File: src/rtl/clk_btn_conditioner.sv
// Clock/alarm front end: Pulse divider, switch synchronizer/debouncer and rise strobes.
// Optional fast-set mode is enabled by defining FAST_SET_EN.
module clk_btn_conditioner #(
    parameter int DIV    = 50000000,
    parameter int DB_CYC = 500000,
    parameter int NB     = 6
) (
    input  logic          clk,
    input  logic          rst,
    input  logic [NB-1:0] btn_raw,
    output logic [NB-1:0] btn_clean,
    output logic [NB-1:0] btn_rise,
    output logic          pulse,
    output logic          tick,
    output logic          fast
);

    localparam int CW = $clog2(DB_CYC + 1);
    localparam int DW = $clog2(DIV);

    logic [NB-1:0] sync1;
    logic [NB-1:0] sync2;
    logic [CW-1:0] db_cnt     [NB];
    logic [CW-1:0] db_cnt_nxt [NB];
    logic [NB-1:0] clean_nxt;
    logic [NB-1:0] rise_nxt;

    logic [DW-1:0] dc;
    logic [DW-1:0] dc_nxt;
    logic [DW-1:0] dc_last;
    logic [DW-1:0] dc_half;
    logic          restart;

    always_ff @(posedge clk or negedge rst) begin
        if (!rst) begin
            sync1 <= '0;
            sync2 <= '0;
        end else begin
            sync1 <= btn_raw;
            sync2 <= sync1;
        end
    end

    // A bit only changes after DB_CYC consecutive cycles disagreeing with btn_clean.
    always_comb begin
        for (int i = 0; i < NB; i++) begin
            db_cnt_nxt[i] = '0;
            clean_nxt[i]  = btn_clean[i];
            rise_nxt[i]   = 1'b0;
            if (sync2[i] != btn_clean[i]) begin
                if (db_cnt[i] == CW'(DB_CYC - 1)) begin
                    clean_nxt[i] = sync2[i];
                    rise_nxt[i]  = sync2[i];
                end else begin
                    db_cnt_nxt[i] = db_cnt[i] + CW'(1);
                end
            end
        end
    end

    always_ff @(posedge clk or negedge rst) begin
        if (!rst) begin
            for (int i = 0; i < NB; i++) begin
                db_cnt[i] <= '0;
            end
            btn_clean <= '0;
            btn_rise  <= '0;
        end else begin
            for (int i = 0; i < NB; i++) begin
                db_cnt[i] <= db_cnt_nxt[i];
            end
            btn_clean <= clean_nxt;
            btn_rise  <= rise_nxt;
        end
    end

`ifdef FAST_SET_EN
    logic       set_now;
    logic       set_nxt;
    logic       enter;
    logic       leave;
    logic       fast_q;
    logic [1:0] hold_cnt;

    // set_nxt looks at the next debounced levels so fast mode drops in the same cycle the switch does.
    always_comb begin
        set_now = (btn_clean[0] | btn_clean[1]) & (btn_clean[2] | btn_clean[3] | btn_clean[4]);
        set_nxt = (clean_nxt[0] | clean_nxt[1]) & (clean_nxt[2] | clean_nxt[3] | clean_nxt[4]);
        enter   = !fast_q && tick && set_now && set_nxt && (hold_cnt == 2'd1);
        leave   = fast_q && !set_nxt;
        restart = enter || leave;
        dc_last = fast_q ? DW'(DIV / 8 - 1) : DW'(DIV - 1);
        dc_half = fast_q ? DW'(DIV / 16) : DW'(DIV / 2);
    end

    always_ff @(posedge clk or negedge rst) begin
        if (!rst) begin
            hold_cnt <= '0;
            fast_q   <= 1'b0;
        end else begin
            if (!set_nxt) begin
                hold_cnt <= '0;
            end else if (tick && set_now && hold_cnt != 2'd2) begin
                hold_cnt <= hold_cnt + 2'd1;
            end
            if (enter) begin
                fast_q <= 1'b1;
            end else if (leave) begin
                fast_q <= 1'b0;
            end
        end
    end

    assign fast = fast_q;
`else
    assign restart = 1'b0;
    assign dc_last = DW'(DIV - 1);
    assign dc_half = DW'(DIV / 2);
    assign fast    = 1'b0;
`endif

    always_comb begin
        dc_nxt = (dc == dc_last) ? '0 : dc + DW'(1);
        if (restart) begin
            dc_nxt = '0;
        end
    end

    // pulse and tick are decoded from the next count so they stay registered and glitch-free.
    always_ff @(posedge clk or negedge rst) begin
        if (!rst) begin
            dc    <= '0;
            pulse <= 1'b0;
            tick  <= 1'b0;
        end else begin
            dc    <= dc_nxt;
            pulse <= !restart && (dc_nxt >= dc_half);
            tick  <= !restart && (dc_nxt == dc_half);
        end
    end

endmodule

File: config.mk
export PLATFORM = sky130hd
export DESIGN_NAME = clk_btn_conditioner
export DESIGN_NICKNAME = d
export VERILOG_FILES = /design/src/rtl/clk_btn_conditioner.sv
export SDC_FILE = /design/constraint.sdc
export NUM_CORES = 1
export LEC_CHECK = 0
export ABC_AREA = 1
export CAP_MARGIN = 5
export CORE_MARGIN = 5
export CORE_UTILIZATION = 40
export CTS_CLUSTER_DIAMETER = 150
export DETAILED_ROUTE_END_ITERATION = 10
export GPL_ROUTABILITY_DRIVEN = 0
export SKIP_CTS_REPAIR_TIMING = 1
export SLEW_MARGIN = 20
export SYNTH_ARGS = -nofsm -noshare
export SYNTH_HDL_FRONTEND = slang
export SYNTH_SLANG_ARGS = --single-unit
export TNS_END_PERCENT = 30
File: constraint.sdc
create_clock -name clk -period 2.3 [get_ports clk]
set_input_delay 0.23 -clock clk [delete_from_list [all_inputs] [get_ports clk]]
set_output_delay 0.23 -clock clk [all_outputs]
set_load 0.01 [all_outputs]
Word-level counts from Yosys, hierarchy flattened --
Cells that the tools add are included.
Word-level totals: word-level logic and storage cells 71, bits of input ports 8, register bits after elaboration 166
Operators by class: reductions and logical operators 6, eq/ne operators 14, multiplexer cells 25, add/sub/neg operators 7, order comparisons 1
Operators by type and width (count):
- $mux W19 | 12
- $add A19 B1 Y19 const B | 6
- $eq A19 B19 Y1 const B | 6
- $add A26 B1 Y26 const B | 1
- $eq A26 B25 Y1 const B | 1
- $eq A26 B26 Y1 const B | 1
- $ge A26 B25 Y1 const B | 1
- $mux W26 | 1
- $mux W1 | 12
- $reduce_and A2 Y1 | 6
- $ne A1 B1 Y1 | 6

Logic depth before layout (Yosys ltp) --
Gate-level depths: netlist (run 1).
depth after elaboration 3, gate-level depth with buffers 15, gate-level depth less buffers 15

Least setup slack after synthesis (run 1) --
OpenSTA, ideal clock, no wires.
kind register to register, start point register db_cnt[0] in the netlist's numbering, end point register db_cnt[18] in the netlist's numbering, setup time 73 ps, slack 591 ps, path buffers 0, arrival time 1636 ps, cell stages (with the launch flop) 11, period minus slack after synthesis 1709 ps, cell sequence dfrtp_1 > ha_1 > nand3_1 > nor3_4 > nand3_2 > nor2_4 > nand3_2 > or2_0 > clkinv_1 > o21ai_1 > a21oi_2
RTL lines:
- from (decl) | line 23 | logic [CW-1:0] db_cnt [NB];
- from (signal, indexed assignment) | line 70 | db_cnt[i] <= db_cnt_nxt[i];

Worst setup path in the final report (run 1) --
start point register dc[0], end point register pulse
Between the ends: longest elaborated chain between the ends 3
RTL lines:
- from (decl) | line 28 | logic [DW-1:0] dc;
- from (signal assigned) | line 136 | dc <= dc_nxt;
- $add A26 B1 Y26 / $eq A26 B26 Y1 (equally long branches) | line 123 | dc_nxt = (dc == dc_last) ? '0 : dc + DW'(1);
- $mux W26 (*) | line 123
- named net dc_nxt[23] | line 29 | logic [DW-1:0] dc_nxt;
- $ge A26 B25 Y1 (*) | line 137 | pulse <= !restart && (dc_nxt >= dc_half);
- to (signal assigned) | line 137
- to (decl) | line 13 | output logic pulse,
The timed path passes the listed nets; every way through them passes the cells marked *. A chain may end at the register's enable or synchronous reset.

==> impl_metrics.py, run 1 <==
metrics = {
    "status": {
        "outcome": "complete, no violations",
    },
    "grt": {
        "use_met1_pct": 20.1,
        "grtUsageMet3_pct": 3.32,
        "grt_overflow": 0,
        "use_met2_pct": 23.0,
        "antenna_found_initial": 0,
        "grt_pass1_wl_mm": 28.9,
        "grt_max_degree": 61,
        "track_usage_pct": 14.6,
        "grt_most_used_layer": "met2",
        "grt_pass1_vias": 6226,
    },
    "clocking": {
        "cts_made_buffers": 17,
        "cts_num_sinks": 166,
        "clock_path_buffers": 2,
        "cts_max_level": 4,
        "path_clk_slew_ps": 70,
        "clk_latency_ps": 430,
        "cts_tree": "built",
        "cts_root_buf": "clkbuf_16",
    },
    "floorplan": {
        "start_util_pct": 40.9,
        "pin_count": 23,
        "design.core.area_mm2": 0.0204,
        "die_h_um": 154,
        "dieArea_mm2": 0.0238,
        "core.rowCount": 52,
        "fp.dieW_um": 154,
    },
    "layout": {
        "fin_nets": 1048,
        "finalNonFillerCells": 1316,
        "area_delta_synth_final_pct": 14.6,
        "finalInstanceArea_mm2": 0.00954,
        "drive_gt1_share_pct": 9.85,
        "insertedDiodeCount": 0,
    },
    "drt": {
        "drtIter0Drc": 358,
        "firstDrtPassIters": 5,
        "routed_wl_mm": 16.3,
        "vias": 6233,
        "drc_errors": 0,
        "viasPerCell": 4.74,
        "wl_per_cell_um": 12.4,
        "postRouteAntennaNets": 0,
    },
    "power_and_ir_drop": {
        "power_switching_w": 0.00136,
        "p_leak_nw": 4.42,
        "power_density_mw_per_mm2": 633,
        "sw_frac_of_total_pct": 22.5,
        "pwr-share-seq_pct": 49.3,
        "peakVddDrop_mv": 0.449,
        "power_w": 0.00604,
        "p_int_w": 0.00468,
        "comb_power_share_pct": 3.0,
        "p_clk_share_pct": 47.6,
    },
    "timing": {
        "final_max_slew_viol_count": 0,
        "post-route-period-util_pct": 86.7,
        "worst_slew_pin_slew_ps": 580,
        "max_freq_mhz": 502,
        "finalClockSkew_ps": 9.48,
        "whs_ps": 238,
        "finalHoldViolations": 0,
        "fin_setup_tns_ps": 0,
        "relSlewSlack_pct": 61.3,
        "rsz0062_at_grt": "false",
        "setup_violations": 0,
        "fin_crit_ps": 1990,
    },
    "placement": {
        "placedInstanceArea_mm2": 0.00892,
        "port_buffers": 21,
        "post-place-cells": 1283,
        "hpwl_mm": 11.8,
    },
    "yosys": {
        "ys_seq_elements": 166,
        "synthCells": 988,
        "synthSimpleGateAreaFrac_pct": 29.4,
        "synth.distinct_cells": 41,
        "synth-compound-area-share_pct": 7.01,
        "yosysWarnings": 0,
        "synth_top_family_by_area": "simple AND/OR/NAND/NOR gates",
        "ys_seq_area_share_pct": 49.9,
        "synth_nets": 1003,
        "synth_mux_area_share_pct": 0,
        "avgSynthCellArea_um2": 8.42,
        "syn-cell-area_mm2": 0.00832,
        "synth_xor_area_share_pct": 5.67,
        "synthAdderAreaFrac_pct": 1.05,
    },
    "worst_setup_path": {
        "setup.worst_path.class": "register to register",
        "worstPathMaxFanout": 11,
        "crit_path_end_kind": "register",
        "r2r_slack_ps": 310,
        "crit_arrival_ps": 2350,
        "crit_required_ps": 2660,
        "startpoint_type": "register",
    },
    "min_path": {
        "hold_class": "input port to register",
    },
    "job": {
        "maxCapViolations": 0,
    },
}
per-layer routing:
layer	vias to the layer above	share of wire, %
met4	0	1.1
li1	3252	-
met2	78	46
met3	14	2.9
met1	2889	50
met5	-	0
cells in the mapped netlist, drive strengths merged:
cell type | instances | share of area, %
clkbuf | 1 | 0.045
xor2 | 41 | 4.4
conb | 1 | 0.045
nand4 | 19 | 1.4
clkinv | 2 | 0.090
a211oi | 14 | 1.3
nor4 | 11 | 1.2
o21bai | 3 | 0.27
nor3b | 3 | 0.27
dfrtp | 166 | 50
inv | 145 | 6.5
buf | 2 | 0.23
and3 | 5 | 0.38
o21a | 1 | 0.090
a41oi | 1 | 0.11
and2 | 2 | 0.15
or2 | 9 | 0.68
xnor2 | 12 | 1.3
nand2 | 186 | 8.5
nand3b | 6 | 0.99
nor2 | 174 | 9.3
a21oi | 59 | 3.6
nor3 | 21 | 1.5
ha | 7 | 1.1
nand3 | 69 | 5.1
o21ai | 28 | 1.7
per-stage QoR:
step,setup slack [ps],util (%)
after floorplan,591,-
after global placement,265,43.8
after detailed placement,198,43.8
after CTS,184,46.8
after global routing,20.8,46.8
final,307,46.8
flip-flops by register name (all words and copies together) (netlist names):
name	cells
db_cnt	114
dc	26
sync1	6
btn_rise	6
sync2	6
tick	1
btn_clean	6
pulse	1
cell usage in the layout (no fill, tap or decap), types with 3 or more instances in the layout:
cell             Yosys  final
xnor2_1             12     12
nor3b_1              3      3
nor2_2              21     21
o21ai_0             25     25
clkinv_4             0      4
o21ai_1              3      3
a211oi_1            14     14
xor2_1              40     40
clkbuf_16            0     17
nand3b_4             3      3
dfrtp_1            166    166
clkdlybuf4s50_1      0     20
nand2_1            183    182
and3_1               5      5
or2_0                7      7
nand2_2              3      4
ha_1                 7      7
inv_1              141    141
clkinvlp_4           0      4
nor2_1             144    144
nor4_1               9      9
inv_2                4      4
nand3_1             55     55
nand3b_1             3      3
nor3_1              19     19
a21oi_1             58     58
o21bai_1             3      3
nand3_2             13     13
buf_4                1      5
nand4_1             19     19
nor2_4               9      9
final cells by class:
class | count | area, um^2
flip-flops and latches | 166 | 4150
clock inverters | 13 | 148
well taps | 270 | 338
clock buffers | 19 | 453
repair buffers | 29 | 299
multi-input cells | 672 | 3590
inverters | 147 | 552
fillers | 1965 | 10800
power groups by stage:
stage | registers [W] | clock network [W] | logic (W)
3_5_place_dp | 0.00304 | 0 | 0.000189
3_3_place_gp | 0.00303 | 0 | 0.000188
6_report | 0.00298 | 0.00288 | 0.000183
4_1_cts | 0.00298 | 0.00295 | 0.000191
2_1_floorplan | 0.00303 | 0 | 0.0000807
5_1_grt | 0.00298 | 0.00309 | 0.000220
worst max-delay path, cell delays in order, from the launching register on:
cell     delay [ps]
dfrtp_1         370
ha_1            190
nand2_1         110
nor2_4          210
nand2_1          80
nor2_1          130
nand2_2         170
inv_1           150
nor2_1           90
nor2_1           90
nand2_1          70
nor2_2          110
nand3_1          80
nand3_1          70
cells by family (layout without fill, tap and decap cells):
| family | count (synthesis) | in the layout |
|---|---|---|
| AO/OA/AOI/OAI | 106 | 106 |
| XOR/XNOR | 53 | 53 |
| adder cells (fa/ha/maj) | 7 | 7 |
| buffers and inverters | 150 | 208 |
| flip-flops | 166 | 166 |
| other | 1 | 1 |
| AND/OR/NAND/NOR | 505 | 505 |
final timing paths:
| kind | from | to | depth (start not counted) |
|---|---|---|---|
| max in group asynchronous | rst | dc[18]$_DFF_PN0_ | 3 |
| min | btn_raw[1] | sync1[1]$_DFF_PN0_ | 1 |
| max reg2reg | dc[0]$_DFF_PN0_ | pulse$_DFF_PN0_ | 13 |
| min reg2reg | sync1[5]$_DFF_PN0_ | sync2[5]$_DFF_PN0_ | 0 |
| max | dc[0]$_DFF_PN0_ | pulse$_DFF_PN0_ | 13 |
| min in group asynchronous | rst | db_cnt[28]$_DFF_PN0_ | 2 |
(Power assumes the default switching activity.)
==> run 2, diff against run 1 <==
--- a/config.mk
+++ b/config.mk
@@ -13,7 +13,7 @@
 export DETAILED_ROUTE_END_ITERATION = 10
 export GPL_ROUTABILITY_DRIVEN = 0
 export SKIP_CTS_REPAIR_TIMING = 1
-export SLEW_MARGIN = 20
+export SLEW_MARGIN = 40
 export SYNTH_ARGS = -nofsm -noshare
 export SYNTH_HDL_FRONTEND = slang
 export SYNTH_SLANG_ARGS = --single-unit
==> results of run 2 <==
Final layout, timing and power as in run 1 (identical DEF).
